### src/rtl/data_mem_arb_pkg.sv
// Shared types and constants for the data memory arbiter.
package data_mem_arb_pkg;

    localparam int unsigned ADDR_BUS  = 11;
    localparam int unsigned DATA_SIZE = 16;

    // Index of each requester in the one-hot grant vector
    localparam logic PORT_A = 1'b0;
    localparam logic PORT_B = 1'b1;

    typedef enum logic [1:0] {
        ST_IDLE   = 2'd0,
        ST_ACCESS = 2'd1,
        ST_DONE   = 2'd2
    } state_e;

endpackage

### src/rtl/data_mem_arb_pick.sv
// Combinational 2-way grant picker.
// DATA_MEM_ARB_RR_EN defined: ties go to the port not granted last.
// Undefined: fixed priority, port A wins ties and last_b_i is ignored.
module arb_rr_pick
    import data_mem_arb_pkg::*;
(
    input  logic       req_a_i,
    input  logic       req_b_i,
    input  logic       last_b_i,
    output logic [1:0] gnt_c_o
);

`ifndef DATA_MEM_ARB_RR_EN
    logic unused_last_b;
    assign unused_last_b = last_b_i;
`endif

    // One-hot grant selection
    always_comb begin
        gnt_c_o = '0;
`ifdef DATA_MEM_ARB_RR_EN
        if (req_a_i && req_b_i) begin
            if (last_b_i) gnt_c_o[PORT_A] = 1'b1;
            else          gnt_c_o[PORT_B] = 1'b1;
        end else if (req_a_i) begin
            gnt_c_o[PORT_A] = 1'b1;
        end else if (req_b_i) begin
            gnt_c_o[PORT_B] = 1'b1;
        end
`else
        if (req_a_i)      gnt_c_o[PORT_A] = 1'b1;
        else if (req_b_i) gnt_c_o[PORT_B] = 1'b1;
`endif
    end

endmodule

### src/rtl/data_mem_arbiter.sv
// Two-port arbiter for the single-port data memory (CPU = A, loader = B).
// Optional round-robin tie-break with DATA_MEM_ARB_RR_EN; fixed A priority otherwise.
module data_mem_arbiter
    import data_mem_arb_pkg::*;
(
    input  logic                 Clk,
    input  logic                 Reset,
    input  logic                 Req_A,
    input  logic                 Rd_A,
    input  logic                 Wr_A,
    input  logic [ADDR_BUS-1:0]  Addr_A,
    input  logic [DATA_SIZE-1:0] Wr_Data_A,
    input  logic                 Req_B,
    input  logic                 Rd_B,
    input  logic                 Wr_B,
    input  logic [ADDR_BUS-1:0]  Addr_B,
    input  logic [DATA_SIZE-1:0] Wr_Data_B,
    output logic                 Ack_A,
    output logic                 Ack_B,
    output logic [DATA_SIZE-1:0] Rd_Data_A,
    output logic [DATA_SIZE-1:0] Rd_Data_B,
    output logic                 Mem_Rd,
    output logic                 Mem_Wr,
    output logic [ADDR_BUS-1:0]  Mem_Addr,
    output logic [DATA_SIZE-1:0] Mem_In_Data,
    input  logic [DATA_SIZE-1:0] Mem_Out_Data,
    output logic                 Busy
);

    state_e               state_q, state_d;
    logic                 win_b_q, win_b_d;
    logic                 cmd_rd_q, cmd_rd_d;
    logic                 mem_rd_q, mem_rd_d;
    logic                 mem_wr_q, mem_wr_d;
    logic [ADDR_BUS-1:0]  mem_addr_q, mem_addr_d;
    logic [DATA_SIZE-1:0] mem_in_q, mem_in_d;
    logic [DATA_SIZE-1:0] rd_data_a_q, rd_data_a_d;
    logic [DATA_SIZE-1:0] rd_data_b_q, rd_data_b_d;
    logic                 ack_a_q, ack_a_d;
    logic                 ack_b_q, ack_b_d;
    logic                 busy_q, busy_d;
    logic [DATA_SIZE-1:0] rd_val_c;
    logic [1:0]           gnt_c;
    logic                 any_req_c;
    logic                 last_b;

    arb_rr_pick u_pick (
        .req_a_i  (Req_A),
        .req_b_i  (Req_B),
        .last_b_i (last_b),
        .gnt_c_o  (gnt_c)
    );

    assign any_req_c = |gnt_c;

`ifdef DATA_MEM_ARB_RR_EN
    logic last_b_q, last_b_d;

    // Pointer follows every grant taken in IDLE
    always_comb begin
        last_b_d = last_b_q;
        if (state_q == ST_IDLE && any_req_c) last_b_d = gnt_c[PORT_B];
    end

    // Pointer register; reset means "B was granted last"
    always_ff @(posedge Clk or posedge Reset) begin
        if (Reset) last_b_q <= 1'b1;
        else       last_b_q <= last_b_d;
    end

    assign last_b = last_b_q;
`else
    assign last_b = 1'b1;
`endif

    // Next-state: one access takes IDLE -> ACCESS -> DONE
    always_comb begin
        state_d = state_q;
        case (state_q)
            ST_IDLE:   if (any_req_c) state_d = ST_ACCESS;
            ST_ACCESS: state_d = ST_DONE;
            ST_DONE:   state_d = ST_IDLE;
            default:   state_d = ST_IDLE;
        endcase
    end

    // Output next values: command load, read capture, Ack pulse
    always_comb begin
        win_b_d     = win_b_q;
        cmd_rd_d    = cmd_rd_q;
        mem_rd_d    = 1'b0;
        mem_wr_d    = 1'b0;
        mem_addr_d  = mem_addr_q;
        mem_in_d    = mem_in_q;
        rd_data_a_d = rd_data_a_q;
        rd_data_b_d = rd_data_b_q;
        ack_a_d     = 1'b0;
        ack_b_d     = 1'b0;
        rd_val_c    = mem_rd_q ? Mem_Out_Data : '0;
        busy_d      = (state_d != ST_IDLE);
        case (state_q)
            ST_IDLE: begin
                if (any_req_c) begin
                    win_b_d    = gnt_c[PORT_B];
                    cmd_rd_d   = gnt_c[PORT_B] ? Rd_B      : Rd_A;
                    mem_wr_d   = gnt_c[PORT_B] ? Wr_B      : Wr_A;
                    mem_addr_d = gnt_c[PORT_B] ? Addr_B    : Addr_A;
                    mem_in_d   = gnt_c[PORT_B] ? Wr_Data_B : Wr_Data_A;
                    // Write wins when both commands are set
                    mem_rd_d   = cmd_rd_d & ~mem_wr_d;
                end else begin
                    mem_addr_d = '0;
                    mem_in_d   = '0;
                end
            end
            ST_ACCESS: begin
                // Write-only keeps old read data; read, Rd+Wr and no-op update it
                if (!mem_wr_q || cmd_rd_q) begin
                    if (win_b_q) rd_data_b_d = rd_val_c;
                    else         rd_data_a_d = rd_val_c;
                end
                ack_a_d = ~win_b_q;
                ack_b_d = win_b_q;
            end
            ST_DONE: begin
                mem_addr_d = '0;
                mem_in_d   = '0;
            end
            default: ;
        endcase
    end

    // State and output registers
    always_ff @(posedge Clk or posedge Reset) begin
        if (Reset) begin
            state_q     <= ST_IDLE;
            win_b_q     <= 1'b0;
            cmd_rd_q    <= 1'b0;
            mem_rd_q    <= 1'b0;
            mem_wr_q    <= 1'b0;
            mem_addr_q  <= '0;
            mem_in_q    <= '0;
            rd_data_a_q <= '0;
            rd_data_b_q <= '0;
            ack_a_q     <= 1'b0;
            ack_b_q     <= 1'b0;
            busy_q      <= 1'b0;
        end else begin
            state_q     <= state_d;
            win_b_q     <= win_b_d;
            cmd_rd_q    <= cmd_rd_d;
            mem_rd_q    <= mem_rd_d;
            mem_wr_q    <= mem_wr_d;
            mem_addr_q  <= mem_addr_d;
            mem_in_q    <= mem_in_d;
            rd_data_a_q <= rd_data_a_d;
            rd_data_b_q <= rd_data_b_d;
            ack_a_q     <= ack_a_d;
            ack_b_q     <= ack_b_d;
            busy_q      <= busy_d;
        end
    end

    assign Ack_A       = ack_a_q;
    assign Ack_B       = ack_b_q;
    assign Rd_Data_A   = rd_data_a_q;
    assign Rd_Data_B   = rd_data_b_q;
    assign Mem_Rd      = mem_rd_q;
    assign Mem_Wr      = mem_wr_q;
    assign Mem_Addr    = mem_addr_q;
    assign Mem_In_Data = mem_in_q;
    assign Busy        = busy_q;

endmodule

### config.mk
export PLATFORM = sky130hd
export DESIGN_NAME = data_mem_arbiter
export DESIGN_NICKNAME = d
export VERILOG_FILES = /design/src/rtl/data_mem_arb_pkg.sv /design/src/rtl/data_mem_arb_pick.sv /design/src/rtl/data_mem_arbiter.sv
export SDC_FILE = /design/constraint.sdc
export NUM_CORES = 1
export LEC_CHECK = 0
export BUFFER_PORTS_ARGS = -buffer_cell sky130_fd_sc_hd__buf_2
export CAP_MARGIN = 10
export CORE_MARGIN = 4
export CORE_UTILIZATION = 35
export DETAILED_ROUTE_END_ITERATION = 8
export GPL_ROUTABILITY_DRIVEN = 1
export GPL_TIMING_DRIVEN = 0
export PLACE_DENSITY = 0.64
export SETUP_SLACK_MARGIN = 0.05
export SYNTH_ARGS = -nofsm -noshare
export SYNTH_HDL_FRONTEND = slang
export SYNTH_HIERARCHICAL = 1
export SYNTH_SLANG_ARGS = --single-unit
export TNS_END_PERCENT = 5
### constraint.sdc
create_clock -name Clk -period 5 [get_ports Clk]
set_clock_uncertainty 0.15 [all_clocks]
set_input_delay 0.75 -clock Clk [delete_from_list [all_inputs] [get_ports Clk]]
set_output_delay 0.75 -clock Clk [all_outputs]
set_load 0.02 [all_outputs]
==> reports/results.ini, run 1 <==
[run_status]
outcome = finished, final reports clean

[critical_path]
worstReg2RegStart = state_q[0]
worstSetupPathType = primary input to flip-flop
cp_num_buf_inv = 3
cpMostUsedCell = clkbuf_1
cp-start-kind = primary input
crit_chain = buf_2 -> nor2b_4 -> clkbuf_1 -> o21ai_1 -> clkbuf_1 -> o21ai_0
rr_endpoint = Rd_Data_A[7]
path_max_fanout = 10
cp_slowest_cell = o21ai_1
cp-end-kind = flip-flop
worstPathArrival_ns = 2.10
worst_ep_required_time_ns = 5.04
cp_slowest_stage_delay_ns = 0.43
r2r_setup_slack_ns = 3.19
r2r_cells = 5
path_delay_family = buffers and inverters

[sta]
setup_slack_ns = 2.93
slew_headroom = 0.449
grt_setup_unrepaired = no
max_freq_mhz = 484
finalSetupViolCount = 0
hold_viol_final = 0
worst_pin_slew_ns = 0.827
maxSlewViolCount = 0
setup_tns_ns = 0
fin_crit_sh = 0.413
min_period_ns = 2.07

[clocking]
cts.sinks = 68
clock_latency_ns = 0.33
clockRootBuffer = clkbuf_8
clockBufferDepth = 2
cts_inserted_buffers = 9
h-tree-depth = 3
post_cts_resized = 0
ctsHoldBuffers = 0
cts_tree = done
postCtsSetupBuffers = 0
clkTransAtPathRegs_ns = 0.07

[final_layout]
instances_no_fill = 495
fillers = 779
drive_gt1_frac = 0.523
fin_nets = 463
area_delta_synth_final_pct = 34.8
antenna_cells = 0

[power]
irDropWorstVdd_v = 0.000223
p_per_area_mw_per_mm2 = 523
power.leakage_nw = 2.17

[job]
drv_cap = 0

[floorplan]
initial_core_util = 0.360
io_pins = 142
die_h_um = 99.9
die_w_um = 99.9
num_rows = 33
core-area_mm2 = 0.00822
dieArea_mm2 = 0.00998

[hold_path]
min_to = Mem_Addr[4]
hold_path.class = flip-flop to flip-flop
min_path_cells = 2
hold_start = Mem_Addr[4]

[global_route]
grt_pass1_vias = 2315
antenna_found_initial = 0
overflow = 0
grt_util_all_layers = 0.142
grt_pass1_wl_mm = 11.3
grt_max_degree = 69

[synth]
syn_avg_cell_area_um2 = 12.7
synthCells = 233
ys_warn_count = 6
synth.net_count = 311
netlist_area_mm2 = 0.00296

[route]
first_pass_iters = 4
wl_per_cell_um = 14.0
via_count = 2213
routed_wirelength_mm = 6.92
drc_errors = 0
ant_nets = 0
drtIter0Drc = 48
drt-vias-per-instance = 4.47

[place]
hpwlAfterDp_mm = 5.25
placed_cells = 479
finalWeightedCongestion = 0.752
dp_slack_ns = 2.52
numPortBuffers = 141

where the power goes:
group | internal [mW] | switching, mW | total, mW
clock | 0.218 | 0.199 | 0.417
sequential | 0.736 | 0.102 | 0.838
combinational | 0.325 | 0.504 | 0.830
total | 1.28 | 0.805 | 2.08
worst max-delay path by stage:
stage	from	endpoint	slack [ns]	cells after the start
detailed placement	Req_B	Mem_Addr[10]	2.52	6
CTS	Req_B	Mem_Addr[10]	2.87	6
global placement	Reset	Rd_Data_A[14]	1.54	2
floorplan	Reset	Ack_A	2.39	1
global route	Req_B	Mem_Addr[10]	2.70	6
finish	Req_B	Mem_Addr[10]	2.93	6
layer usage:
| layer | track usage | up-vias | wire, um |
|---|---|---|---|
| li1 | - | 1096 | - |
| met1 | 0.179 | 1005 | 3020 |
| met2 | 0.223 | 99 | 3080 |
| met3 | 0.0466 | 13 | 708 |
| met4 | 0.0630 | 0 | 110 |
| met5 | 0 | - | 0 |
sequential cells by signal (all words and copies together) (netlist names):
register,flops
Busy,1
Rd_Data_B,16
cmd_rd_q,1
state_q,2
Ack_B,1
Mem_In_Data,16
Mem_Wr,1
Rd_Data_A,16
Mem_Addr,11
Ack_A,1
win_b_q,1
Mem_Rd,1
placed cells by master, fill, tap and decap left out, types with 2 or more instances in the layout:
cell and instances:
and2_1 17, buf_2 144, buf_4 2, clkbuf_1 7, clkbuf_8 12, clkinv_2 3
dfrtp_1 68, mux2_2 24, mux2_4 10, mux2i_1 28, nand2_1 30, nand2b_1 2
nor2_1 4, o21ai_0 27
area by class of cell:
| type | instances | area (um^2) | share of cell area |
|---|---|---|---|
| multi-input cells | 148 | 1160 | 0.291 |
| clock inverters | 4 | 22.5 | 0.00566 |
| flip-flops and latches | 68 | 1700 | 0.427 |
| repair buffers | 141 | 706 | 0.177 |
| clock buffers | 12 | 165 | 0.0415 |
| well taps | 105 | 131 | 0.0330 |
| inverters | 3 | 13.8 | 0.00346 |
| plain buffers | 14 | 82.6 | 0.0207 |
worst reg2reg max path, cell delays in order (launching register included):
cell      delay, ns
dfrtp_1        0.36
buf_6          0.15
nand2b_4       0.08
nor3b_4        0.40
buf_8          0.23
mux2_4         0.32
through the flow:
| step | total power [mW] | hold WS (ns) | cell area [um^2] | util |
|---|---|---|---|---|
| 3_3_place_gp | 1.68 | 0.312 | 3790 | 0.462 |
| 6_report | 2.08 | 0.327 | 3980 | 0.485 |
| 2_1_floorplan | 1.38 | 0.320 | 2960 | - |
| 5_1_grt | 2.22 | 0.352 | 3980 | 0.485 |
| 4_1_cts | 2.12 | 0.331 | 3980 | 0.485 |
| 3_5_place_dp | 1.70 | 0.316 | 3790 | 0.462 |
Power figures use the tool's default switching activity.
==> run 2, diff against run 1 <==
==> constraint.sdc (replaced) <==
create_clock -name Clk -period 2 [get_ports Clk]
set_clock_uncertainty 0.15 [all_clocks]
set_input_delay 0.3 -clock Clk [delete_from_list [all_inputs] [get_ports Clk]]
set_output_delay 0.3 -clock Clk [all_outputs]
set_load 0.02 [all_outputs]
==> run 2 against run 1 <==
Against the previous run: flip-flop and latch count unchanged; first-iteration DRC count decreased by 40%; sequential power increased by 150%; cell area increased by 1.9%; sequential share of layout area decreased by 0.80 points; combinational power increased to 2.6 times the previous value; clock power increased to 2.8 times the previous value; non-clock buffer count increased by 6; utilization increased by 0.93 points; via count increased by 1.9%; critical path type is now flip-flop to flip-flop; largest power group is now combinational cells.
==> reports/results.ini, run 2 (synthesis gave the netlist of run 1 again) <==
[global_route]
grt_util_all_layers = 0.152  ; +0.00942
grt_pass1_wl_mm = 11.8  ; +4.8%
grt_pass1_vias = 2369  ; +2.3%
grt_max_degree = 39  ; -43%
overflow = 0  ; unchanged
antenna_found_initial = 0  ; unchanged

[sta]
worst_pin_slew_ns = 0.701  ; -0.126 ns
fin_crit_sh = 0.868
setup_tns_ns = 0  ; unchanged
finalSetupViolCount = 0  ; unchanged
slew_headroom = 0.532  ; +0.0829
max_freq_mhz = 576
min_period_ns = 1.74
maxSlewViolCount = 0  ; unchanged
grt_setup_unrepaired = no
hold_viol_final = 0  ; unchanged

[critical_path]
cp-end-kind = flip-flop
crit_chain = buf_6 -> nand2b_4 -> nor3b_4 -> buf_8 -> mux2_4
cp_slowest_stage_delay_ns = 0.37  ; -0.06 ns
path_max_fanout = 10  ; unchanged
worstSetupPathType = flip-flop to flip-flop
worstPathArrival_ns = 1.81  ; -0.29 ns
cp_slowest_cell = dfrtp_1
cp-start-kind = flip-flop
worst_ep_required_time_ns = 2.07  ; -2.97 ns

[job]
drv_cap = 0  ; unchanged

[final_layout]
instances_no_fill = 501  ; +1.2%
fin_nets = 469  ; +1.3%
layout_commonest_cell = buf_2
area_delta_synth_final_pct = 37.3
final_cell_mix = buf_2 (144), dfrtp_1 (68), nand2_1 (30), mux2i_1 (28), o21ai_0 (27)
drive_gt1_frac = 0.525  ; +0.00218
fillers = 777  ; -0.26%
antenna_cells = 0  ; unchanged

[floorplan]
dieArea_mm2 = 0.00998  ; unchanged
io_pins = 142  ; unchanged
num_rows = 33  ; unchanged
core-area_mm2 = 0.00822  ; unchanged
initial_core_util = 0.360  ; unchanged
die_h_um = 99.9  ; unchanged
die_w_um = 99.9  ; unchanged

[hold_path]
hold_path.class = primary input to flip-flop

[place]
placed_cells = 480  ; +0.21%
finalWeightedCongestion = 0.716  ; -4.7%
numPortBuffers = 141  ; unchanged
hpwlAfterDp_mm = 5.40  ; +2.8%

[route]
drtIter0Drc = 29  ; -40%
drc_errors = 0  ; unchanged
first_pass_iters = 4  ; unchanged
drt-vias-per-instance = 4.50  ; +0.68%
routed_wirelength_mm = 7.23  ; +4.4%
wl_per_cell_um = 14.4  ; +3.1%
via_count = 2255  ; +1.9%
ant_nets = 0  ; unchanged

[clocking]
h-tree-depth = 3  ; unchanged
clkTransAtPathRegs_ns = 0.07  ; about the same
clockBufferDepth = 2  ; unchanged
cts_tree = done
clockRootBuffer = clkbuf_8
cts.sinks = 68  ; unchanged
clock_latency_ns = 0.34  ; about the same
cts_inserted_buffers = 9  ; unchanged

[run_status]
outcome = finished, final reports clean

[power]
p_per_area_mw_per_mm2 = 1330  ; +150%
irDropWorstVdd_v = 0.000465  ; +110%
power.leakage_nw = 2.21  ; +1.6%

==> run 2: worst max-delay path, delay by kind of cell (launching register included) <==
kind | cells | cell delay, ns
simple gates | 2 | 0.41
flops | 1 | 0.37
buf+inv | 2 | 0.37
mux | 1 | 0.31
==> run 2: timing repair <==
action / CTS / global route
setup endpoints to repair: 0 / 7
gates resized for setup: 0 / 0
setup buffers: 0 / 4
hold buffers: 1 / 0
hold endpoints to repair: 30 / 0
==> run 2: area by class of cell <==
| cell class | instances | area (um^2) | area share |
|---|---|---|---|
| plain buffers | 14 | 82.6 | 0.0203 |
| well taps | 105 | 131 | 0.0324 |
| clock buffers | 12 | 155 | 0.0382 |
| clock inverters | 4 | 47.5 | 0.0117 |
| inverters | 3 | 15.0 | 0.00370 |
| flip-flops and latches | 68 | 1700 | 0.419 |
| multi-input cells | 148 | 1160 | 0.286 |
| repair buffers | 147 | 766 | 0.189 |
==> run 2: where the power goes <==
part	total, mW	switching, mW	internal [mW]
registers	2.09	0.253	1.84
logic	2.14	1.28	0.862
clock network	1.15	0.512	0.640
==> run 2: per-stage QoR <==
stage | total power [mW] | worst slack [ns] | instance area (um^2) | hold slack, ns | util
2_1_floorplan | 3.46 | 0.280 | 2960 | 0.303 | -
3_3_place_gp | 4.20 | 0.0918 | 3800 | 0.312 | 0.462
3_5_place_dp | 4.25 | -0.00616 | 3820 | 0.308 | 0.464
4_1_cts | 5.42 | 0.136 | 4030 | 0.0568 | 0.490
5_1_grt | 5.74 | 0.155 | 4060 | 0.0697 | 0.494
6_report | 5.39 | 0.264 | 4060 | 0.0783 | 0.494
==> run 2: worst paths after layout <==
path                       slack (ns)  cells past startpoint         endpoint      startpoint
max in group asynchronous        0.62                      4    Rd_Data_B[13]           Reset
hold / removal                   0.08                      3           Mem_Rd            Wr_A
setup reg to reg                 0.26                      5     Rd_Data_A[6]      state_q[0]
setup / recovery                 0.26                      5     Rd_Data_A[6]      state_q[0]
min in group asynchronous        0.47                      3  Mem_In_Data[10]           Reset
hold reg to reg                  0.33                      2   Mem_In_Data[2]  Mem_In_Data[2]
==> run 2: routing by layer <==
layer  up-vias  GRT usage  part of all wire
met5         -          0                 0
met4         0     0.0693             0.018
met3        14     0.0507              0.11
met2       107      0.224              0.42
met1      1028      0.202              0.45
li1       1106          -                 -
==> run 3, diff against run 2 <==
==> constraint.sdc (replaced) <==
create_clock -name Clk -period 2.2 [get_ports Clk]
set_clock_uncertainty 0.15 [all_clocks]
set_input_delay 0.33 -clock Clk [delete_from_list [all_inputs] [get_ports Clk]]
set_output_delay 0.33 -clock Clk [all_outputs]
set_load 0.02 [all_outputs]
==> run 3 against run 2 <==
Against the previous run: total power fell by 10%; via count down 0.67%; flip-flop and latch count unchanged; non-clock buffer count down 4; register-to-register slack better by 0.08 ns; combinational power shrank 11%; critical path depth did not move; cell count down 0.80%; sequential share of layout area grew 0.31 points; sequential power shrank 9%; critical path type unchanged; largest cell class unchanged; highest routed layer unchanged.
==> reports/results.ini, run 3 (synthesis gave the netlist of run 1 again) <==
[power]
power.leakage_nw = 2.19  ; -0.96%
p_per_area_mw_per_mm2 = 1200  ; -9.3%
irDropWorstVdd_v = 0.000422  ; -9.3%
power_mw = 4.85  ; -10%

[sta]
min_period_ns = 1.85  ; +0.118 ns
maxSlewViolCount = 0  ; unchanged
hold_viol_final = 0  ; unchanged
max_freq_mhz = 540  ; -6.4%
slew_headroom = 0.532  ; unchanged
worst_pin_slew_ns = 0.701  ; unchanged
finalSetupViolCount = 0  ; unchanged
fin_crit_sh = 0.843  ; -0.0253
setup_tns_ns = 0  ; unchanged
grt_setup_unrepaired = no

[final_layout]
fin_nets = 465  ; -0.85%
drive_gt1_frac = 0.520  ; -0.00484
layout_commonest_cell = buf_2
area_delta_synth_final_pct = 36.3
final_cell_mix = buf_2 (144), dfrtp_1 (68), nand2_1 (30), mux2i_1 (28), o21ai_0 (27)
multi_input_area_mm2 = 0.00116  ; unchanged
antenna_cells = 0  ; unchanged
fillers = 779  ; +0.26%
seqCellArea_mm2 = 0.00170  ; unchanged

[route]
drtIter0Drc = 29  ; unchanged
ant_nets = 0  ; unchanged
drt-vias-per-instance = 4.51  ; +0.13%
via_count = 2240  ; -0.67%
routed_wirelength_mm = 7.22  ; -0.12%
wl_per_cell_um = 14.5  ; +0.68%
drc_errors = 0  ; unchanged
first_pass_iters = 4  ; unchanged

[critical_path]
cp_num_buf_inv = 2  ; unchanged
cp-end-kind = flip-flop
worstReg2RegStart = state_q[0]
path_max_fanout = 10  ; unchanged
rr_endpoint = Rd_Data_A[6]
r2r_setup_slack_ns = 0.35  ; +0.08 ns
cp_slowest_cell = nor3b_4
r2r_cells = 5  ; unchanged
crit_chain = buf_6 -> nand2b_4 -> nor3b_4 -> buf_8 -> mux2_4
path_delay_family = simple AND/OR/NAND/NOR gates
worstPathArrival_ns = 1.92  ; +0.11 ns
cp_slowest_stage_delay_ns = 0.43  ; +0.06 ns
cp-start-kind = flip-flop
worst_ep_required_time_ns = 2.27  ; +0.20 ns
worstSetupPathType = flip-flop to flip-flop

[global_route]
antenna_found_initial = 0  ; unchanged
grt_pass1_wl_mm = 11.8  ; unchanged
grt_util_all_layers = 0.152  ; unchanged
grt_pass1_vias = 2369  ; unchanged
overflow = 0  ; unchanged
grt_max_degree = 39  ; unchanged

[hold_path]
hold_path.class = primary input to flip-flop
min_to = Mem_Rd
hold_start = Wr_A
min_path_cells = 3  ; unchanged

[clocking]
cts_tree = done
post_cts_resized = 0  ; unchanged
cts.sinks = 68  ; unchanged
clockRootBuffer = clkbuf_8
clock_latency_ns = 0.34  ; about the same
postCtsSetupBuffers = 0  ; unchanged
clkTransAtPathRegs_ns = 0.07  ; about the same
ctsHoldBuffers = 1  ; unchanged
h-tree-depth = 3  ; unchanged
cts_inserted_buffers = 9  ; unchanged
clockBufferDepth = 2  ; unchanged

[place]
numPortBuffers = 141  ; unchanged
finalWeightedCongestion = 0.716  ; unchanged
hpwlAfterDp_mm = 5.40  ; unchanged

[job]
drv_cap = 0  ; unchanged

[floorplan]
io_pins = 142  ; unchanged
dieArea_mm2 = 0.00998  ; unchanged
core-area_mm2 = 0.00822  ; unchanged
die_h_um = 99.9  ; unchanged
num_rows = 33  ; unchanged
initial_core_util = 0.360  ; unchanged
die_w_um = 99.9  ; unchanged

[run_status]
outcome = finished, final reports clean

## run 3: cell types whose count changed in the layout (fill, tap and decap cells not counted), sizes merged
cell,before,now
buf,153,149
## run 3: cell type report
| class | count | area share |
|---|---|---|
| Multi-Input combinational cell | 148 | 0.288 |
| Tap cell | 105 | 0.0326 |
| Clock buffer | 12 | 0.0385 |
| Buffer | 14 | 0.0205 |
| Timing Repair Buffer | 143 | 0.183 |
| Clock inverter | 4 | 0.0118 |
| Inverter | 3 | 0.00373 |
| Sequential cell | 68 | 0.422 |
## run 3: layer usage
layer  share of wire  wire [um]  track usage
met1            0.45       3260        0.202
met2            0.42       3050        0.224
met3            0.11        775       0.0507
met4           0.018        130       0.0693
met5               0          0            0
## run 3: worst max path at each step
stage,from,end,slack [ns],depth (start not counted)
floorplan,Mem_Wr,Rd_Data_A[0],0.48,4
global placement,Req_B,Mem_In_Data[10],0.26,6
detailed placement,Req_B,Mem_Addr[0],0.16,6
CTS,state_q[0],Rd_Data_A[8],0.34,5
global route,state_q[0],Rd_Data_A[8],0.24,5
finish,state_q[0],Rd_Data_A[6],0.35,5
## run 3: through the flow
step / cell area (um^2) / setup slack (ns) / utilization / hold slack (ns) / instances
6_report: 4030 / 0.346 / 0.490 / 0.109 / 497
5_1_grt: 4030 / 0.235 / 0.490 / 0.0997 / 497
4_1_cts: 4030 / 0.336 / 0.490 / 0.0868 / 497
3_5_place_dp: 3820 / 0.164 / 0.464 / 0.320 / 480
3_3_place_gp: 3800 / 0.262 / 0.462 / 0.312 / 479
2_1_floorplan: 2960 / 0.480 / - / 0.320 / 233
## run 3: worst reg2reg max path, cell delays in order, from the launching register on
cell and delay, ns:
dfrtp_1 0.37, buf_6 0.16, nand2b_4 0.08, nor3b_4 0.43, buf_8 0.23, mux2_4 0.32
## run 3: power breakdown
group	switching, mW	leakage [nW]	internal [mW]	total (mW)
Combinational	1.16	1.17	0.744	1.90
Clock	0.464	0.102	0.582	1.05
Sequential	0.231	0.910	1.67	1.90
Total	1.85	2.19	3.00	4.85
